## src/rtl/delay_line_ctrl_if.sv

```systemverilog
// Bus between the delay line controller, its sample source/sink and the dual-port delay RAM.
interface delay_line_ctrl_if #(
  parameter int unsigned DATA_WIDTH = 16,
  parameter int unsigned ADDR_WIDTH = 8
);
  // Sample stream
  logic                         in_valid;
  logic                         in_ready;
  logic signed [DATA_WIDTH-1:0] sample_in;
  logic        [ADDR_WIDTH-1:0] delay;
  logic                         out_valid;
  logic signed [DATA_WIDTH-1:0] sample_out;

  // RAM write port (a) and read port (b)
  logic [ADDR_WIDTH-1:0] mem_addr_a;
  logic [DATA_WIDTH-1:0] mem_data_a;
  logic                  mem_we_a;
  logic [ADDR_WIDTH-1:0] mem_addr_b;
  logic [DATA_WIDTH-1:0] mem_data_b;
  logic                  mem_we_b;
  logic [DATA_WIDTH-1:0] mem_q_b;

  // Controller side
  modport slave (
    input  in_valid, sample_in, delay, mem_q_b,
    output in_ready, out_valid, sample_out,
    output mem_addr_a, mem_data_a, mem_we_a, mem_addr_b, mem_data_b, mem_we_b
  );

  // Source/sink and RAM side
  modport master (
    output in_valid, sample_in, delay, mem_q_b,
    input  in_ready, out_valid, sample_out,
    input  mem_addr_a, mem_data_a, mem_we_a, mem_addr_b, mem_data_b, mem_we_b
  );
endinterface

```

## src/rtl/delay_line_ctrl.sv

```systemverilog
// Delay line controller: each accepted sample is written to an external dual-port RAM and the
// sample written 'delay' samples earlier is returned. One sample per three cycles
// (IDLE -> RD -> WR), all outputs registered.
module delay_line_ctrl #(
  parameter int unsigned DATA_WIDTH = 16,
  parameter int unsigned ADDR_WIDTH = 8
) (
  input logic              clk,
  input logic              reset,
  delay_line_ctrl_if.slave bus
);

  typedef enum logic [1:0] {StIdle, StRd, StWr} state_e;

  // fill_cnt saturates at the RAM depth
  localparam logic [ADDR_WIDTH:0] FillMax = {1'b1, {ADDR_WIDTH{1'b0}}};

  state_e                state_d, state_q;
  logic                  in_ready_d, in_ready_q;
  logic [DATA_WIDTH-1:0] sample_d, sample_q;
  logic [ADDR_WIDTH-1:0] delay_d, delay_q;
  logic [ADDR_WIDTH-1:0] wr_ptr_d, wr_ptr_q;
  logic [ADDR_WIDTH:0]   fill_cnt_d, fill_cnt_q;
  logic [DATA_WIDTH-1:0] sample_out_d, sample_out_q;
  logic                  out_valid_d, out_valid_q;
  logic                  mem_we_a_d, mem_we_a_q;
  logic [ADDR_WIDTH-1:0] mem_addr_a_d, mem_addr_a_q;
  logic [DATA_WIDTH-1:0] mem_data_a_d, mem_data_a_q;
  logic [ADDR_WIDTH-1:0] mem_addr_b_d, mem_addr_b_q;

  // Next-state and registered-output logic of the accept/read/write sequence
  always_comb begin
    state_d      = state_q;
    in_ready_d   = in_ready_q;
    sample_d     = sample_q;
    delay_d      = delay_q;
    wr_ptr_d     = wr_ptr_q;
    fill_cnt_d   = fill_cnt_q;
    sample_out_d = sample_out_q;
    out_valid_d  = 1'b0;
    mem_we_a_d   = 1'b0;
    mem_addr_a_d = mem_addr_a_q;
    mem_data_a_d = mem_data_a_q;
    mem_addr_b_d = mem_addr_b_q;

    unique case (state_q)
      StIdle: begin
        if (bus.in_valid) begin
          // Delay is captured only here, so changes while busy wait for the next accept
          sample_d     = bus.sample_in;
          delay_d      = bus.delay;
          mem_addr_b_d = wr_ptr_q - bus.delay;
          in_ready_d   = 1'b0;
          state_d      = StRd;
        end
      end
      StRd: begin
        mem_we_a_d   = 1'b1;
        mem_addr_a_d = wr_ptr_q;
        mem_data_a_d = sample_q;
        state_d      = StWr;
      end
      StWr: begin
        // RAM read data for the RD address is valid during this cycle
        if (delay_q == '0) begin
          sample_out_d = sample_q;
        end else if (fill_cnt_q < {1'b0, delay_q}) begin
          // Location not yet written since reset: contents are stale
          sample_out_d = '0;
        end else begin
          sample_out_d = bus.mem_q_b;
        end
        out_valid_d = 1'b1;
        wr_ptr_d    = wr_ptr_q + 1'b1;
        fill_cnt_d  = (fill_cnt_q == FillMax) ? FillMax : fill_cnt_q + 1'b1;
        in_ready_d  = 1'b1;
        state_d     = StIdle;
      end
      default: begin
        in_ready_d = 1'b1;
        state_d    = StIdle;
      end
    endcase
  end

  // State and output registers; synchronous reset wins over everything, dropping any write
  always_ff @(posedge clk) begin
    if (reset) begin
      state_q      <= StIdle;
      in_ready_q   <= 1'b1;
      sample_q     <= '0;
      delay_q      <= '0;
      wr_ptr_q     <= '0;
      fill_cnt_q   <= '0;
      sample_out_q <= '0;
      out_valid_q  <= 1'b0;
      mem_we_a_q   <= 1'b0;
      mem_addr_a_q <= '0;
      mem_data_a_q <= '0;
      mem_addr_b_q <= '0;
    end else begin
      state_q      <= state_d;
      in_ready_q   <= in_ready_d;
      sample_q     <= sample_d;
      delay_q      <= delay_d;
      wr_ptr_q     <= wr_ptr_d;
      fill_cnt_q   <= fill_cnt_d;
      sample_out_q <= sample_out_d;
      out_valid_q  <= out_valid_d;
      mem_we_a_q   <= mem_we_a_d;
      mem_addr_a_q <= mem_addr_a_d;
      mem_data_a_q <= mem_data_a_d;
      mem_addr_b_q <= mem_addr_b_d;
    end
  end

  assign bus.in_ready   = in_ready_q;
  assign bus.out_valid  = out_valid_q;
  assign bus.sample_out = sample_out_q;
  assign bus.mem_we_a   = mem_we_a_q;
  assign bus.mem_addr_a = mem_addr_a_q;
  assign bus.mem_data_a = mem_data_a_q;
  assign bus.mem_addr_b = mem_addr_b_q;
  // Port b is read-only
  assign bus.mem_data_b = '0;
  assign bus.mem_we_b   = 1'b0;

endmodule

```

## src/flat_wrapper.sv

```systemverilog
// flat-port wrapper written by rule: the top's interface ports become plain ports
module delay_line_ctrl_flat 
#(
  parameter int unsigned DATA_WIDTH = 16,
  parameter int unsigned ADDR_WIDTH = 8
)
  (clk, reset, bus_in_valid, bus_sample_in, bus_delay, bus_mem_q_b, bus_in_ready, bus_out_valid, bus_sample_out, bus_mem_addr_a, bus_mem_data_a, bus_mem_we_a, bus_mem_addr_b, bus_mem_data_b, bus_mem_we_b);
  delay_line_ctrl_if #(.DATA_WIDTH(DATA_WIDTH), .ADDR_WIDTH(ADDR_WIDTH)) bus_i ();
  input logic clk;
  input logic reset;
  input wire logic [$bits(bus_i.in_valid)-1:0] bus_in_valid;
  input wire logic [$bits(bus_i.sample_in)-1:0] bus_sample_in;
  input wire logic [$bits(bus_i.delay)-1:0] bus_delay;
  input wire logic [$bits(bus_i.mem_q_b)-1:0] bus_mem_q_b;
  output wire logic [$bits(bus_i.in_ready)-1:0] bus_in_ready;
  output wire logic [$bits(bus_i.out_valid)-1:0] bus_out_valid;
  output wire logic [$bits(bus_i.sample_out)-1:0] bus_sample_out;
  output wire logic [$bits(bus_i.mem_addr_a)-1:0] bus_mem_addr_a;
  output wire logic [$bits(bus_i.mem_data_a)-1:0] bus_mem_data_a;
  output wire logic [$bits(bus_i.mem_we_a)-1:0] bus_mem_we_a;
  output wire logic [$bits(bus_i.mem_addr_b)-1:0] bus_mem_addr_b;
  output wire logic [$bits(bus_i.mem_data_b)-1:0] bus_mem_data_b;
  output wire logic [$bits(bus_i.mem_we_b)-1:0] bus_mem_we_b;
  assign bus_i.in_valid = bus_in_valid;
  assign bus_i.sample_in = bus_sample_in;
  assign bus_i.delay = bus_delay;
  assign bus_i.mem_q_b = bus_mem_q_b;
  assign bus_in_ready = bus_i.in_ready;
  assign bus_out_valid = bus_i.out_valid;
  assign bus_sample_out = bus_i.sample_out;
  assign bus_mem_addr_a = bus_i.mem_addr_a;
  assign bus_mem_data_a = bus_i.mem_data_a;
  assign bus_mem_we_a = bus_i.mem_we_a;
  assign bus_mem_addr_b = bus_i.mem_addr_b;
  assign bus_mem_data_b = bus_i.mem_data_b;
  assign bus_mem_we_b = bus_i.mem_we_b;
  delay_line_ctrl #(.DATA_WIDTH(DATA_WIDTH), .ADDR_WIDTH(ADDR_WIDTH)) u_core (.clk(clk), .reset(reset), .bus(bus_i));
endmodule
```

## config.mk

```make
export PLATFORM = sky130hd
export DESIGN_NAME = delay_line_ctrl_flat
export DESIGN_NICKNAME = d
export VERILOG_FILES = /design/src/rtl/delay_line_ctrl_if.sv /design/src/rtl/delay_line_ctrl.sv /design/src/flat_wrapper.sv
export SDC_FILE = /design/constraint.sdc
export NUM_CORES = 1
export LEC_CHECK = 0
export BUFFER_PORTS_ARGS = -buffer_cell sky130_fd_sc_hd__buf_2
export CAP_MARGIN = 0
export CORE_MARGIN = 2
export CORE_UTILIZATION = 55
export DETAILED_ROUTE_END_ITERATION = 12
export GPL_ROUTABILITY_DRIVEN = 0
export PLACE_DENSITY_LB_ADDON = 0.3
export SYNTH_ARGS = -nofsm -noshare
export SYNTH_HDL_FRONTEND = slang
export SYNTH_SLANG_ARGS = --single-unit
```

## constraint.sdc

```tcl
create_clock -name clk -period 2.5 [get_ports clk]
set_input_delay 0.25 -clock clk [delete_from_list [all_inputs] [get_ports clk]]
set_output_delay 0.25 -clock clk [all_outputs]
set_load 0.02 [all_outputs]
```

==> results of run 1 <==
==> layout by cell type, fill, tap and decap left out, types with 2 or more instances in the layout <==
| cell | instances |
|---|---|
| dfxtp_1 | 94 |
| conb_1 | 17 |
| o21ai_0 | 19 |
| inv_1 | 20 |
| nand4b_1 | 2 |
| a31o_2 | 2 |
| inv_8 | 2 |
| a31oi_1 | 17 |
| a211oi_1 | 4 |
| buf_4 | 7 |
| nor4_2 | 2 |
| nand2b_1 | 5 |
| and3_1 | 21 |
| nor2_1 | 19 |
| ha_1 | 17 |
| nand3_1 | 25 |
| nor2b_1 | 3 |
| nand2_1 | 117 |
| xnor2_1 | 5 |
| a21o_1 | 2 |
| xor2_1 | 8 |
| nor3_1 | 4 |
| a21oi_1 | 75 |
| clkbuf_8 | 10 |
| nor4_1 | 3 |
| o21a_1 | 3 |
| nand4_1 | 23 |
| buf_2 | 93 |
==> power groups by stage <==
stage | Sequential, mW | Combinational, mW | Clock [mW]
after floorplan | 1.66 | 0.332 | 0
after global placement | 1.63 | 0.442 | 0
after detailed placement | 1.63 | 0.453 | 0
after CTS | 1.60 | 0.455 | 1.09
after global routing | 1.61 | 0.508 | 1.15
final | 1.60 | 0.460 | 1.09
==> state kept, by name, summed over array words and instances, names as in the netlist <==
signal	flops
u_core.wr_ptr_q	8
u_core.fill_cnt_q	9
u_core.bus.out_valid	1
u_core.bus.mem_addr_a	8
u_core.sample_q	16
u_core.bus.mem_data_a	16
u_core.delay_q	8
u_core.bus.mem_addr_b	8
u_core.state_q	2
u_core.bus.mem_we_a	1
u_core.bus.sample_out	16
u_core.bus.in_ready	1
==> critical path, stage by stage (launching register included) <==
cell and delay, ns:
dfxtp_1 0.38, inv_1 0.06, ha_1 0.32, a211oi_1 0.27, nand3_1 0.54, nand3_1 0.28, a31oi_1 0.11
==> cell families after synthesis <==
kind of cell             count (synthesis)
AND/OR/NAND/NOR                        233
AO/OA/AOI/OAI                          131
flip-flops                              94
buffers and inverters                   77
adder cells (fa/ha/maj)                 18
XOR/XNOR                                13
other                                    1
==> per-layer routing <==
layer	GRT usage [%]	vias to the layer above	wire, µm
met2	41.0	207	5310
met5	0	-	0
met1	36.7	1976	4980
met4	10.7	0	248
li1	-	2074	-
met3	3.75	22	986
==> how the worst min path moves through the flow <==
stage	slack (ns)	cells past startpoint	end	from
floorplan	0.39	2	u_core.sample_q[0]	bus_sample_in[0]
global placement	0.44	2	u_core.bus.mem_addr_b[3]	u_core.bus.mem_addr_b[3]
detailed placement	0.45	2	u_core.bus.mem_data_a[1]	u_core.bus.mem_data_a[1]
CTS	0.11	3	u_core.sample_q[8]	bus_sample_in[8]
global route	0.11	3	u_core.sample_q[8]	bus_sample_in[8]
finish	0.11	3	u_core.sample_q[7]	bus_sample_in[7]
==> final cells by class <==
cell class | instances | area [µm²]
Fill cell | 737 | 2980
Multi-Input combinational cell | 412 | 2290
Sequential cell | 94 | 1880
Timing Repair Buffer | 100 | 518
Clock buffer | 10 | 138
Tap cell | 105 | 131
Clock inverter | 6 | 77.6
Inverter | 20 | 75.1
==> stage by stage <==
stage          util, %  instance area [µm²]  cells
6_report          63.2                 5110    747
5_1_grt           63.2                 5110    747
4_1_cts           63.2                 5110    747
3_5_place_dp      60.5                 4900    731
3_3_place_gp      60.5                 4900    731
2_1_floorplan        -                 4580    583
==> summary.txt, run 1 <==
Cell Rows - 33
First-pass DRT Iterations - 5
combinational power share - 14.6%
Worst-Margin Slew - 0.982 ns
top post-synthesis cells by area - dfxtp_1 (42%), nand2_1 (9.7%), a21oi_1 (8.3%)
Detail Placement HPWL - 7.96 mm
Clk pwr share - 34.6%
IO Count - 111
average routed wire per standard cell - 15.4 µm
worst-skew pair later-pin latency - 0.37 ns
Synth cell types - 48
most common cell in the synthesized netlist - nand2_1
Post-synth top flop - dfxtp_1
Final #Nets - 698
CTS tree - yes
main combinational cell family by area after synthesis - simple AND/OR/NAND/NOR gates
wire length of the first global-routing pass - 18.5 mm
final-report max-slew violation count - 0
final period utilization - 83.2%
Final Critical Period - 2.08 ns
Post-synth EDFFs - 0
CP startpoint - u_core.delay_q[7]
Hold/Removal Path Class - primary input to register
RSZ-0062 raised after global routing - false
Max Clock Freq - 481 MHz
Power Density - 617 mW/mm²
worst-path maximum fanout - 16
total track usage - 26.3%
compound-gate portion of the synthesized area - 16.5%
Clock H-tree levels - 3
vias per inst - 5.73
R2R Setup Slk - 0.42 ns
WP data required - 2.75 ns
Die Height - 94.6 µm
area share of the largest cell type after synthesis - 41.7%
# hold bufs at CTS - 0
Crit Path Class - register to register
vias in the first global route - 3,827
DRC marker count from the first detailed-route iteration - 224
Leakage - 2.19 nW
sequential element share of the synthesized area - 41.7%
status - finished clean
PostCTS Resize Cnt - 0
Synth Area in Adders - 5.15%
clk_skew - 0.0101 ns
Synth Area in Simple Gates - 25.0%
max-cap violation count - 0
final wirelength - 11.5 mm
clk slew on worst S/H paths - 0.10 ns
Clock Sinks - 94
crit path capture type - register
r2r endpoint - u_core.bus.sample_out[4]
r2r startpoint - u_core.delay_q[7]
Peak VDD IR - 0.349 mV
total number of vias - 4,279
Ant. Diodes - 0
Area Growth Syn to Fin - 13.2%
Fin. Hold Viols - 0
Post-Syn Instances - 567
Synth Warn # - 0
Final TNS setup - 0 ns
total die area - 0.00895 mm²
Flop pwr share - 50.8%
ys async rst share - 0%
Die X - 94.6 µm
remaining antenna violation count - 0
post-synthesis mux area share - 0%
CORE AREA - 0.00809 mm²
Clock Tree Buf Depth - 2
starting density of the core - 55.8%
Final setup viols - 0
reg2reg path depth - 6
hold_ws - 0.108 ns
Worst Setup EP - u_core.bus.sample_out[4]
largest net degree at the start of global routing - 73
Final Worst Setup Slack - 0.419 ns
CP Launch Type - register
drt drc - 0
post-synth top area cell - dfxtp_1
Rel. slew slack - 34.4%
syn_area_per_cell - 7.97 µm²
Power Total - 3.15 mW
post-CTS setup buffers - 0
GRT overflow - 0
Cell Area, Synth - 0.00452 mm²
Synth Register Bits - 94
Net Switching - 0.942 mW
Num CTS Buffers - 9
XOR/XNOR Fraction of Synth Area - 2.52%
root buffer cell - clkbuf_8
share of layout cells above drive strength 1 - 19.3%
most instantiated cells after synthesis - nand2_1 (117), dfxtp_1 (94), a21oi_1 (75)
CP arrival - 2.33 ns
Port-buffer cells - 93
Internal - 2.21 mW
sw frac - 29.9%
antenna violations before repair - 0
Setup WS pre-CTS - 0.516 ns
No activity file was read; power rests on OpenSTA's default activity.
==> run 2, diff against run 1 <==
--- a/config.mk
+++ b/config.mk
@@ -8,7 +8,7 @@
 export BUFFER_PORTS_ARGS = -buffer_cell sky130_fd_sc_hd__buf_2
 export CAP_MARGIN = 0
 export CORE_MARGIN = 2
-export CORE_UTILIZATION = 55
+export CORE_UTILIZATION = 53
 export DETAILED_ROUTE_END_ITERATION = 12
 export GPL_ROUTABILITY_DRIVEN = 0
 export PLACE_DENSITY_LB_ADDON = 0.3
==> constraint.sdc (replaced) <==
create_clock -name clk -period 2.1 [get_ports clk]
set_input_delay 0.21 -clock clk [delete_from_list [all_inputs] [get_ports clk]]
set_output_delay 0.21 -clock clk [all_outputs]
set_load 0.02 [all_outputs]
==> run 2 against run 1 <==
Effect of this change: clock power grew 4%; fmax grew 11%; sequential power is 19% higher; combinational power rose by 22%; power increased by 14%; sequential share of layout area decreased by 0.20 points; core utilization down 0.93 points; count of clock-buffer cells in the layout unchanged; non-clock buffer count rose by 8; setup slack worse by 0.19 ns; largest cell class unchanged; highest routed layer unchanged.
==> summary.txt, run 2 (same netlist as run 1, synthesis figures left out) <==
status - finished clean (unchanged)
Port-buffer cells - 93 (unchanged)
worst hold path endpoint - u_core.sample_q[13] (was u_core.sample_q[7])
Area Growth Syn to Fin - 13.8% (was 13.2%)
Peak VDD IR - 0.423 mV (was 0.349 mV)
CP Launch Type - register (unchanged)
M3 GR Usage - 4.39% (was 3.75%)
Die X - 96.3 µm (was 94.6 µm)
max-cap violation count - 0 (unchanged)
r2r endpoint - u_core.bus.mem_addr_b[4] (was u_core.bus.sample_out[4])
Top Usage Layer GRT - met2 (unchanged)
DRC marker count from the first detailed-route iteration - 210 (was 224)
final period utilization - 89.0% (was 83.2%)
CP peak stage delay - 0.42 ns (was 0.54 ns)
vias in the first global route - 3,750 (was 3,827)
wire length of the first global-routing pass - 18.0 mm (was 18.5 mm)
Fin. Hold Viols - 0 (unchanged)
Rel. slew slack - 55.7% (was 34.4%)
drt drc - 0 (unchanged)
PostCTS Resize Cnt - 0 (unchanged)
Layout Utilization - 62.2% (was 63.2%)
GRT overflow - 0 (unchanged)
CP bufs+invs - 1 (unchanged)
Hold/Removal Path Class - primary input to register (unchanged)
Clock H-tree levels - 3 (unchanged)
Max Clock Freq - 535 MHz (was 481 MHz)
crit path capture type - register (unchanged)
HP Start - bus_sample_in[13] (was bus_sample_in[7])
r2r startpoint - u_core.wr_ptr_q[0] (was u_core.delay_q[7])
remaining antenna violation count - 0 (unchanged)
IO Count - 111 (unchanged)
hold path cells - 3 (unchanged)
CORE AREA - 0.00826 mm² (was 0.00809 mm²)
placed insts - 739 (was 731)
average routed wire per standard cell - 15.1 µm (was 15.4 µm)
root buffer cell - clkbuf_8 (unchanged)
total die area - 0.00928 mm² (was 0.00895 mm²)
final wirelength - 11.4 mm (was 11.5 mm)
Top delay family on crit path - adder cells (was simple AND/OR/NAND/NOR gates)
clk_skew - 0.0162 ns (was 0.0101 ns)
vias per inst - 5.64 (was 5.73)
Final Critical Period - 1.87 ns (was 2.08 ns)
largest net degree at the start of global routing - 35 (was 73)
Detail Placement HPWL - 8.35 mm (was 7.96 mm)
post-CTS setup buffers - 0 (unchanged)
Final TNS setup - 0 ns (unchanged)
share of layout cells above drive strength 1 - 20.3% (was 19.3%)
Worst-Margin Slew - 0.665 ns (was 0.982 ns)
Leakage - 2.22 nW (was 2.19 nW)
Crit Path Class - register to register (unchanged)
starting density of the core - 54.7% (was 55.8%)
CTS tree - yes (unchanged)
Ant. Diodes - 0 (unchanged)
# hold bufs at CTS - 0 (unchanged)
CP cell instances - inv_1, ha_1, fa_1, nor2b_1, o21a_1, nor3_1, o41ai_2 (was inv_1, ha_1, a211oi_1, nand3_1, nand3_1, a31oi_1)
worst-skew pair later-pin latency - 0.37 ns (about the same)
RSZ-0062 raised after global routing - false (unchanged)
met1 global-route usage - 34.7% (was 36.7%)
Cell Rows - 33 (unchanged)
Non-Filler Instances - 755 (was 747)
total track usage - 25.0% (was 26.3%)
R2R Setup Slk - 0.23 ns (was 0.42 ns)
First-pass DRT Iterations - 5 (unchanged)
M2 GR Usage - 39.3% (was 41.0%)
Clock Tree Buf Depth - 2 (unchanged)
CP arrival - 2.14 ns (was 2.33 ns)
WP data required - 2.37 ns (was 2.75 ns)
Final #Nets - 706 (was 698)
most common cell after layout, fill and taps aside - nand2_1 (unchanged)
final-report max-slew violation count - 0 (unchanged)
Clock Sinks - 94 (unchanged)
critical path's slowest cell - dfxtp_1 (was nand3_1)
Num CTS Buffers - 9 (unchanged)
Final setup viols - 0 (unchanged)
clk slew on worst S/H paths - 0.10 ns (about the same)
Die Height - 96.3 µm (was 94.6 µm)
most frequent cells in the layout - nand2_1 (117), dfxtp_1 (94), buf_2 (93) (unchanged)
antenna violations before repair - 0 (unchanged)
reg2reg path depth - 7 (was 6)
Power Density - 699 mW/mm² (was 617 mW/mm²)
worst-path maximum fanout - 5 (was 16)
total number of vias - 4,255 (was 4,279)
-- run 2: changes by cell type in the layout (fill, tap and decap cells not counted), sizes merged --
cell	change
clkinv	+4
buf	+8
inv	-2
clkinvlp	-1
bufinv	-1
-- run 2: power by group --
group / switching (mW) / total (mW) / internal, mW
Sequential: 0.0553 / 1.91 / 1.85
Combinational: 0.371 / 0.560 / 0.189
Clock: 0.657 / 1.13 / 0.469
-- run 2: layer usage --
metal	vias to the layer above	share of wire, %
li1	2097	-
met3	22	7.4
met5	-	0
met1	1960	44
met4	0	1.8
met2	176	47
-- run 2: how the worst max path moves through the flow --
| stage | startpoint | end | slack [ns] | cells after the start |
|---|---|---|---|---|
| floorplan | u_core.delay_q[7] | u_core.bus.sample_out[11] | 0.48 | 7 |
| global placement | u_core.wr_ptr_q[0] | u_core.bus.mem_addr_b[6] | 0.45 | 7 |
| detailed placement | u_core.wr_ptr_q[0] | u_core.bus.mem_addr_b[4] | 0.28 | 7 |
| CTS | u_core.wr_ptr_q[0] | u_core.bus.mem_addr_b[4] | 0.24 | 7 |
| global route | u_core.wr_ptr_q[0] | u_core.bus.mem_addr_b[4] | 0.16 | 7 |
| finish | u_core.wr_ptr_q[0] | u_core.bus.mem_addr_b[4] | 0.23 | 7 |
-- run 2: area by class of cell --
class	instances	area [µm²]
clock buffer	10	138
inverter	20	75.1
multi-input combinational	412	2290
sequential	94	1880
fill	744	3120
tap	105	131
clock inverter	6	45.0
timing repair buffer	108	578
-- run 2: worst reg2reg max path, cell delays in order, from the launching register on --
cell and delay, ns:
dfxtp_1 0.42, inv_1 0.09, ha_1 0.22, fa_1 0.42, nor2b_1 0.13, o21a_1 0.18, nor3_1 0.09, o41ai_2 0.22
-- run 2: through the flow --
step                      area (µm²)  power, mW  setup WS, ns  hold slack [ns]
after floorplan                 4580       2.37         0.477            0.346
after CTS                       5140       3.60         0.244           0.0631
after global routing            5140       3.75         0.162           0.0641
final                           5140       3.59         0.232           0.0714
after detailed placement        4960       2.50         0.276            0.444
after global placement          4960       2.48         0.447            0.440
==> run 3, diff against run 2 <==
--- a/config.mk
+++ b/config.mk
@@ -7,8 +7,10 @@
 export LEC_CHECK = 0
 export BUFFER_PORTS_ARGS = -buffer_cell sky130_fd_sc_hd__buf_2
 export CAP_MARGIN = 0
+export CELL_PAD_IN_SITES_DETAIL_PLACEMENT = 1
+export CELL_PAD_IN_SITES_GLOBAL_PLACEMENT = 2
 export CORE_MARGIN = 2
-export CORE_UTILIZATION = 53
+export CORE_UTILIZATION = 30
 export DETAILED_ROUTE_END_ITERATION = 12
 export GPL_ROUTABILITY_DRIVEN = 0
 export PLACE_DENSITY_LB_ADDON = 0.3
==> run 3 against run 2 <==
Effect of this change: core utilization decreased by 25 points; non-clock buffer count did not move; register-to-register slack gained 0.05 ns; critical path depth decreased by 1; sequential share of layout area down 1.7 points; critical path type unchanged; largest cell class unchanged.
==> summary.txt, run 3 (same netlist as run 1, synthesis figures left out) <==
Worst-Margin Slew - 0.720 ns (was 0.665 ns)
total number of vias - 4,199 (was 4,255)
starting density of the core - 30.8% (was 54.7%)
post-CTS setup buffers - 0 (unchanged)
remaining antenna violation count - 0 (unchanged)
Flop pwr share - 45.4% (was 53.0%)
Finished Cell Area - 0.00539 mm² (was 0.00514 mm²)
drt drc - 0 (unchanged)
Clk pwr share - 40.7% (was 31.4%)
largest net degree at the start of global routing - 45 (was 35)
WP data required - 2.38 ns (was 2.37 ns)
vias in the first global route - 4,152 (was 3,750)
Die Height - 127 µm (was 96.3 µm)
total die area - 0.0161 mm² (was 0.00928 mm²)
Fin. Hold Viols - 0 (unchanged)
Cell Rows - 44 (was 33)
total track usage - 17.6% (was 25.0%)
wire length of the first global-routing pass - 22.2 mm (was 18.0 mm)
Non-Filler Instances - 833 (was 755)
Final Critical Period - 1.82 ns (was 1.87 ns)
Clock H-tree levels - 3 (unchanged)
Area Growth Syn to Fin - 19.3% (was 13.8%)
Detail Placement HPWL - 9.92 mm (was 8.35 mm)
Setup WS pre-CTS - 0.313 ns (was 0.276 ns)
clk slew on worst S/H paths - 0.07 ns (was 0.10 ns)
root buffer cell - clkbuf_16 (was clkbuf_8)
Crit Path Class - register to register (unchanged)
PostCTS Resize Cnt - 0 (unchanged)
max-cap violation count - 0 (unchanged)
dpl cell area - 0.00508 mm² (was 0.00496 mm²)
IO Count - 111 (unchanged)
vias per inst - 5.04 (was 5.64)
Max Clock Freq - 549 MHz (was 535 MHz)
CTS tree - yes (unchanged)
placed insts - 818 (was 739)
Final setup viols - 0 (unchanged)
antenna violations before repair - 0 (unchanged)
status - finished clean (unchanged)
Layout Utilization - 36.8% (was 62.2%)
share of layout cells above drive strength 1 - 20.2% (was 20.3%)
Hold/Removal Path Class - primary input to register (unchanged)
Final Worst Setup Slack - 0.277 ns (was 0.232 ns)
Final #Nets - 706 (unchanged)
final-report max-slew violation count - 0 (unchanged)
Clock Sinks - 94 (unchanged)
Ant. Diodes - 0 (unchanged)
First-pass DRT Iterations - 7 (was 5)
Clock Tree Buf Depth - 2 (unchanged)
hold_ws - 0.0947 ns (was 0.0714 ns)
final period utilization - 86.8% (was 89.0%)
Num CTS Buffers - 9 (unchanged)
crit path capture type - register (unchanged)
Leakage - 2.27 nW (was 2.22 nW)
Final TNS setup - 0 ns (unchanged)
Peak VDD IR - 0.509 mV (was 0.423 mV)
Power Total - 4.20 mW (was 3.59 mW)
CORE AREA - 0.0146 mm² (was 0.00826 mm²)
worst-path maximum fanout - 16 (was 5)
average routed wire per standard cell - 16.5 µm (was 15.1 µm)
RSZ-0062 raised after global routing - false (unchanged)
combinational power share - 13.9% (was 15.6%)
Net Switching - 1.17 mW (was 1.08 mW)
DRC marker count from the first detailed-route iteration - 199 (was 210)
CP Launch Type - register (unchanged)
# hold bufs at CTS - 0 (unchanged)
Power Density - 779 mW/mm² (was 699 mW/mm²)
sw frac - 27.8% (was 30.2%)
CP arrival - 2.10 ns (was 2.14 ns)
worst-skew pair later-pin latency - 0.35 ns (was 0.37 ns)
Internal - 3.03 mW (was 2.51 mW)
Rel. slew slack - 52.0% (was 55.7%)
most frequent cells in the layout - nand2_1 (117), dfxtp_1 (94), buf_2 (93) (unchanged)
GRT overflow - 0 (unchanged)
most common cell after layout, fill and taps aside - nand2_1 (unchanged)
clk_skew - 0.0116 ns (was 0.0162 ns)
Port-buffer cells - 93 (unchanged)
Die X - 127 µm (was 96.3 µm)
final wirelength - 13.7 mm (was 11.4 mm)
## run 3: critical path, stage by stage, from the launching register on
cell	delay [ns]
dfxtp_1	0.36
inv_1	0.07
ha_1	0.32
and3_1	0.49
and3_1	0.23
nand4_1	0.10
a31oi_1	0.17
## run 3: layer usage
layer / up-vias / part of all wire [%] / track usage (%)
li1: 2082 / - / -
met1: 2004 / 49 / 24.2
met2: 104 / 46 / 27.6
met3: 9 / 4.6 / 4.60
met4: 0 / 0.84 / 4.27
met5: - / 0 / 0
## run 3: power groups by stage
stage	logic, mW	clock network [mW]	registers, mW
2_1_floorplan	0.395	0	1.97
3_3_place_gp	0.575	0	1.94
3_5_place_dp	0.585	0	1.95
4_1_cts	0.588	1.76	1.91
5_1_grt	0.646	1.86	1.92
6_report	0.583	1.71	1.91
## run 3: worst paths after layout
path	startpoint	to	slack [ns]	depth (start not counted)
max	u_core.delay_q[7]	u_core.bus.sample_out[8]	0.28	6
min	bus_sample_in[8]	u_core.sample_q[8]	0.09	3
max reg2reg	u_core.delay_q[7]	u_core.bus.sample_out[8]	0.28	6
min reg2reg	u_core.bus.mem_data_a[8]	u_core.bus.mem_data_a[8]	0.46	2
## run 3: cell type report
cell class                      instances  area [µm²]
Sequential cell                        94        1880
Timing Repair Buffer                  108         603
Clock inverter                          4        53.8
Inverter                               20        75.1
Fill cell                            1833        9260
Tap cell                              184         230
Clock buffer                           11         253
Multi-Input combinational cell        412        2290
